## src/rtl/fetch_pkg.sv

```systemverilog
// Shared fetch-queue defaults and entry layout.
// Entries pair an instruction with the address it was fetched from.
package fetch_pkg;

    localparam int FETCH_DATA_W     = 32;
    localparam int FETCH_ADDR_W     = 32;
    localparam int FETCH_INST_BYTES = 4;

    typedef struct packed {
        logic [FETCH_ADDR_W-1:0] addr;
        logic [FETCH_DATA_W-1:0] inst;
    } fetch_entry_t;

endpackage

```

## src/rtl/fetch_queue_mem.sv

```systemverilog
// Fetch queue storage: DEPTH entries, one write port, async read.
// Contents are intentionally not reset.
module fetch_queue_mem
    import fetch_pkg::*;
#(
    parameter int W     = FETCH_ADDR_W + FETCH_DATA_W,
    parameter int DEPTH = 4,
    parameter int PW    = $clog2(DEPTH)
) (
    input  logic          clk,
    input  logic          we,
    input  logic [PW-1:0] waddr,
    input  logic [W-1:0]  wdata,
    input  logic [PW-1:0] raddr,
    output logic [W-1:0]  rdata
);

    logic [W-1:0] mem [DEPTH];

    always_ff @(posedge clk) begin
        if (we) begin
            mem[waddr] <= wdata;
        end
    end

    assign rdata = mem[raddr];

endmodule

```

## src/rtl/fetch_queue.sv

```systemverilog
// Fetch queue between instruction memory and decode.
// A redirect flushes everything and reloads the jump target as the only entry.
module fetch_queue
    import fetch_pkg::*;
#(
    parameter int DATA_W     = FETCH_DATA_W,
    parameter int ADDR_W     = FETCH_ADDR_W,
    parameter int DEPTH      = 4,
    parameter int INST_BYTES = FETCH_INST_BYTES
) (
    input  logic                       clk,
    input  logic                       reset_n,
    input  logic                       in_valid_i,
    output logic                       in_ready_o,
    input  logic [DATA_W-1:0]          in_inst_i,
    input  logic [ADDR_W-1:0]          in_addr_i,
    input  logic                       redirect_i,
    input  logic [ADDR_W-1:0]          redirect_addr_i,
    input  logic [DATA_W-1:0]          redirect_inst_i,
    output logic [ADDR_W-1:0]          redirect_fetch_addr_o,
    output logic                       out_valid_o,
    input  logic                       out_ready_i,
    output logic [DATA_W-1:0]          out_inst_o,
    output logic [ADDR_W-1:0]          out_addr_o,
    output logic [$clog2(DEPTH+1)-1:0] count_o
);

    localparam int PW = $clog2(DEPTH);
    localparam int CW = $clog2(DEPTH + 1);
    localparam int W  = ADDR_W + DATA_W;

    logic [PW-1:0] rd_ptr;
    logic [PW-1:0] wr_ptr;
    logic [CW-1:0] count;
    logic          push;
    logic          pop;
    logic          we;
    logic [PW-1:0] waddr;
    logic [W-1:0]  wdata;
    logic [W-1:0]  rdata;

    assign in_ready_o  = (count != CW'(DEPTH)) && !redirect_i;
    assign out_valid_o = (count != '0);
    assign push        = in_valid_i && in_ready_o;
    assign pop         = out_valid_o && out_ready_i;

    // The redirect target always lands in slot 0.
    assign we    = redirect_i || push;
    assign waddr = redirect_i ? '0 : wr_ptr;
    assign wdata = redirect_i ? {redirect_addr_i, redirect_inst_i}
                              : {in_addr_i, in_inst_i};

    fetch_queue_mem #(
        .W     (W),
        .DEPTH (DEPTH),
        .PW    (PW)
    ) u_mem (
        .clk   (clk),
        .we    (we),
        .waddr (waddr),
        .wdata (wdata),
        .raddr (rd_ptr),
        .rdata (rdata)
    );

    always_ff @(posedge clk) begin
        if (!reset_n) begin
            rd_ptr <= '0;
            wr_ptr <= '0;
            count  <= '0;
        end else if (redirect_i) begin
            rd_ptr <= '0;
            wr_ptr <= PW'(1);
            count  <= CW'(1);
        end else begin
            if (push) begin
                wr_ptr <= wr_ptr + PW'(1);
            end
            if (pop) begin
                rd_ptr <= rd_ptr + PW'(1);
            end
            count <= count + CW'(push) - CW'(pop);
        end
    end

    assign out_addr_o = out_valid_o ? rdata[W-1:DATA_W] : '0;
    assign out_inst_o = out_valid_o ? rdata[DATA_W-1:0] : '0;
    assign count_o    = count;

    assign redirect_fetch_addr_o = redirect_i
        ? redirect_addr_i + ADDR_W'(INST_BYTES) : '0;

endmodule

```

## config.mk

```make
export PLATFORM = sky130hd
export DESIGN_NAME = fetch_queue
export DESIGN_NICKNAME = d
export VERILOG_FILES = /design/src/rtl/fetch_pkg.sv /design/src/rtl/fetch_queue_mem.sv /design/src/rtl/fetch_queue.sv
export SDC_FILE = /design/constraint.sdc
export NUM_CORES = 1
export LEC_CHECK = 0
export BUFFER_PORTS_ARGS = -buffer_cell sky130_fd_sc_hd__buf_2
export CELL_PAD_IN_SITES_DETAIL_PLACEMENT = 0
export CELL_PAD_IN_SITES_GLOBAL_PLACEMENT = 1
export CORE_AREA = 2 2 169 171
export DETAILED_ROUTE_END_ITERATION = 10
export DIE_AREA = 0 0 171 173
export GPL_TIMING_DRIVEN = 0
export HOLD_SLACK_MARGIN = 0.03
export MAX_ROUTING_LAYER = met4
export PLACE_DENSITY_LB_ADDON = 0.08
export SETUP_SLACK_MARGIN = 0.1
export SYNTH_ARGS = -nofsm -noshare
export SYNTH_HDL_FRONTEND = slang
export SYNTH_SLANG_ARGS = --single-unit
```

## constraint.sdc

```tcl
create_clock -name clk -period 7.2 [get_ports clk]
set_input_delay 1.08 -clock clk [delete_from_list [all_inputs] [get_ports clk]]
set_output_delay 1.08 -clock clk [all_outputs]
set_load 0.005 [all_outputs]
```

==> metrics.txt <==
# TYPE chip_impl_metric gauge
chip_impl_metric{name="antenna_cells_inserted",unit=""} 0
chip_impl_metric{name="design.final.nets",unit=""} 1055
chip_impl_metric{name="r2r_setup_slack",unit="ns"} 4.27
chip_impl_info{name="synth_largest_area_cell",value="edfxtp_1"} 1
chip_impl_info{name="critical_path.startpoint_type",value="primary input"} 1
chip_impl_metric{name="synth.cell_area",unit="sq um"} 11500
chip_impl_metric{name="die_area",unit="sq um"} 29600
chip_impl_info{name="critPathLaunch",value="redirect_i"} 1
chip_impl_metric{name="edff_count_synth",unit=""} 256
chip_impl_metric{name="die_span_in_y",unit="um"} 173
chip_impl_metric{name="cts_hold_buf",unit=""} 0
chip_impl_info{name="crit-reg2reg-capture",value="u_mem.mem[0][49]"} 1
chip_impl_metric{name="finClkSkew",unit="ns"} 0.00620
chip_impl_metric{name="globalRouteOverflowTotal",unit=""} 0
chip_impl_metric{name="ys_types",unit=""} 41
chip_impl_metric{name="layout.filler_cells",unit=""} 2358
chip_impl_metric{name="drt_pass1_iterations",unit=""} 5
chip_impl_metric{name="ioPinCount",unit=""} 234
chip_impl_metric{name="pre_cts_ws",unit="ns"} 2.65
chip_impl_info{name="layout.cells.most_common",value="edfxtp_1"} 1
chip_impl_metric{name="finalCriticalPeriod",unit="ns"} 4.45
chip_impl_metric{name="relSlewSlack",unit="%"} 37.0
chip_impl_info{name="final_cell_mix",value="edfxtp_1 (256), buf_2 (237), and2_1 (68)"} 1
chip_impl_metric{name="min_period_over_period",unit="%"} 61.8
chip_impl_metric{name="numCtsBuffers",unit=""} 27
chip_impl_metric{name="starting_density",unit="%"} 41.8
chip_impl_metric{name="floorplan.rows",unit=""} 61
chip_impl_info{name="timing_worst_setup_path_type",value="primary input to primary output"} 1
chip_impl_metric{name="max_cap_viol_count",unit=""} 0
chip_impl_metric{name="place.gp.congestion",unit=""} 0.838
chip_impl_metric{name="gr-usage-all-layers",unit="%"} 18.6
chip_impl_metric{name="worst-endpoint-arrival",unit="ns"} 3.37
chip_impl_metric{name="synth-warning-count",unit=""} 0
chip_impl_metric{name="worst_hold_slack",unit="ns"} 0.560
chip_impl_metric{name="detail_route.iter0.violations",unit=""} 417
chip_impl_metric{name="grt_antenna_before_repair",unit=""} 0
chip_impl_metric{name="routed_wire_length_per_instance",unit="um"} 20.2
chip_impl_metric{name="placedCellCount",unit=""} 1267
chip_impl_metric{name="place_area",unit="sq um"} 13400
chip_impl_info{name="clk_root_buffer_cell",value="clkbuf_16"} 1
chip_impl_metric{name="clk_path_buf_depth",unit=""} 3
chip_impl_metric{name="achievable-frequency",unit="GHz"} 0.225
chip_impl_info{name="run_status",value="completed"} 1
chip_impl_info{name="rsz0062_at_grt",value="no"} 1
chip_impl_metric{name="total_wire_length",unit="um"} 26600
chip_impl_info{name="endpoint_kind",value="primary output"} 1
chip_impl_metric{name="synth_fp_nets",unit=""} 787
chip_impl_metric{name="synth_to_layout_area_growth",unit="%"} 23.9
chip_impl_info{name="worst_r2r_startpoint",value="count_o[1]"} 1
chip_impl_metric{name="hold_violations",unit=""} 0
chip_impl_info{name="cp_capture_point",value="redirect_fetch_addr_o[12]"} 1
chip_impl_metric{name="dr_total_vias",unit=""} 6801
chip_impl_metric{name="worst-path-max-fanout",unit=""} 10
chip_impl_metric{name="finalWorstSetupSlack",unit="ns"} 2.75
chip_impl_metric{name="report.final.slew_viol_count",unit=""} 0
chip_impl_metric{name="total_leakage_power",unit="nW"} 5.09
chip_impl_metric{name="synth_seq_area_share",unit="%"} 68.1
chip_impl_metric{name="numClockSinks",unit=""} 265
chip_impl_metric{name="cts.repair_timing.setup_buffer_count",unit=""} 0
chip_impl_metric{name="first_global_vias",unit=""} 7263
chip_impl_metric{name="grt_first_pass_wirelength",unit="um"} 41000
chip_impl_metric{name="syn_inst",unit=""} 650
chip_impl_metric{name="synth_area_per_cell",unit="sq um"} 17.8
chip_impl_metric{name="worst_setup_hold_path_clk_slew",unit="ns"} 0.06
chip_impl_metric{name="r2r.worst_path.cells",unit=""} 7
chip_impl_metric{name="clk_latency",unit="ns"} 0.52
chip_impl_info{name="cts_tree",value="built"} 1
chip_impl_info{name="yosys-top-cells-area",value="edfxtp_1 (67%), mux4_2 (12%), mux2_2 (6.0%), and2_1 (3.7%), dfxtp_1 (1.6%)"} 1
chip_impl_metric{name="chipWidth",unit="um"} 171
chip_impl_metric{name="fin_total_pwr",unit="mW"} 3.65
chip_impl_metric{name="buffer_ports.inserted",unit=""} 230
chip_impl_metric{name="final_cell_count_no_fill",unit=""} 1316
chip_impl_metric{name="cp_data_required_time",unit="ns"} 6.12
chip_impl_metric{name="post_cts_resize_count",unit=""} 0
chip_impl_metric{name="finalInstanceArea",unit="sq um"} 14300
chip_impl_metric{name="setup_viol",unit=""} 0
chip_impl_metric{name="post_dp_hpwl",unit="um"} 18500
chip_impl_metric{name="drc",unit=""} 0
chip_impl_metric{name="final_layout_size_suffix_gt1_share",unit="%"} 44.9
chip_impl_metric{name="synthArstFlopShare",unit="%"} 0
chip_impl_metric{name="yosysTopAreaCellShare",unit="%"} 66.6
chip_impl_metric{name="core_region_area",unit="sq um"} 27600
chip_impl_metric{name="tightest_slew",unit="ns"} 0.946
chip_impl_metric{name="power_density",unit="nW/um^2"} 255
chip_impl_metric{name="grt_start_max_net_pins",unit=""} 41
chip_impl_metric{name="route.antenna.remaining_nets",unit=""} 0
chip_impl_info{name="synth_ff_type",value="edfxtp_1"} 1
chip_impl_metric{name="ir_drop",unit="mV"} 0.127
chip_impl_metric{name="cts_h_tree_depth",unit=""} 1
chip_impl_metric{name="vias_per_cell",unit=""} 5.17
chip_impl_metric{name="yosys_register_bits",unit=""} 265
chip_impl_info{name="min_delay_worst_type",value="flip-flop to flip-flop"} 1
-- state kept, by name, summed over array words and instances (netlist names), named ones only --
signal,cells
wr_ptr,2
u_mem.mem,256
rd_ptr,2
count_o,3
-- synthesized netlist by cell type (6+ instances only) --
| cell type | instances |
|---|---|
| mux4_2 | 64 |
| nand3_1 | 9 |
| dfxtp_1 | 9 |
| inv_1 | 11 |
| and2_1 | 68 |
| xor2_1 | 6 |
| a21oi_1 | 17 |
| nor2_1 | 21 |
| o31ai_1 | 7 |
| or3_1 | 8 |
| buf_2 | 7 |
| xnor2_1 | 12 |
| o21ai_0 | 8 |
| nand4_1 | 9 |
| or4_1 | 6 |
| edfxtp_1 | 256 |
| nand2_1 | 9 |
| mux2_2 | 62 |
| clkbuf_1 | 26 |
-- metrics by stage --
stage / TNS (ns) / util (%)
finish: 0 / 51.8
global route: 0 / 51.8
CTS: 0 / 51.8
detailed placement: 0 / 48.5
global placement: -335.45 / 47.7
floorplan: 0 / -
-- final cells by class --
class	instances	area (sq um)	area share, %
flip-flops and latches	265	7870	55.0
multi-input cells	336	3510	24.5
repair buffers	239	1350	9.41
clock buffers	34	702	4.91
well taps	378	473	3.31
clock inverters	15	203	1.42
plain buffers	37	160	1.12
inverters	12	45.0	0.315
-- critical path: stages --
cell	delay, ns
clkbuf_1	0.52
clkbuf_1	0.46
clkinv_1	0.41
clkbuf_1	0.44
nor2_1	0.29
buf_2	0.16
-- worst min path at each step --
| stage | from | end | slack, ns | cells past startpoint |
|---|---|---|---|---|
| finish | rd_ptr[0] | flip-flop | 0.56 | 2 |
| global route | rd_ptr[1] | flip-flop | 0.59 | 2 |
| CTS | rd_ptr[0] | flip-flop | 0.56 | 2 |
| detailed placement | rd_ptr[0] | flip-flop | 0.54 | 2 |
| global placement | rd_ptr[1] | flip-flop | 0.50 | 2 |
| floorplan | rd_ptr[1] | flip-flop | 0.48 | 2 |
-- layer usage --
layer	vias up	routed length, um	global-route usage (%)
li1	3134	-	-
met1	3433	11400	24.5
met2	209	13400	30.9
met3	25	1560	2.79
met4	0	315	3.46
met5	-	0	-
-- where the power goes --
group	switching, mW	total, mW	internal (mW)
registers	0.0144	1.77	1.76
clock network	0.549	1.42	0.867
logic	0.235	0.459	0.224
-- cell families after synthesis --
logic type / synth area share (%)
flops: 68.1
fa+ha+maj: 0.498
buf+inv: 1.78
compound gates: 2.11
mux: 18.5
xor+xnor: 1.36
simple gates: 7.60
Power figures use the tool's default switching activity.
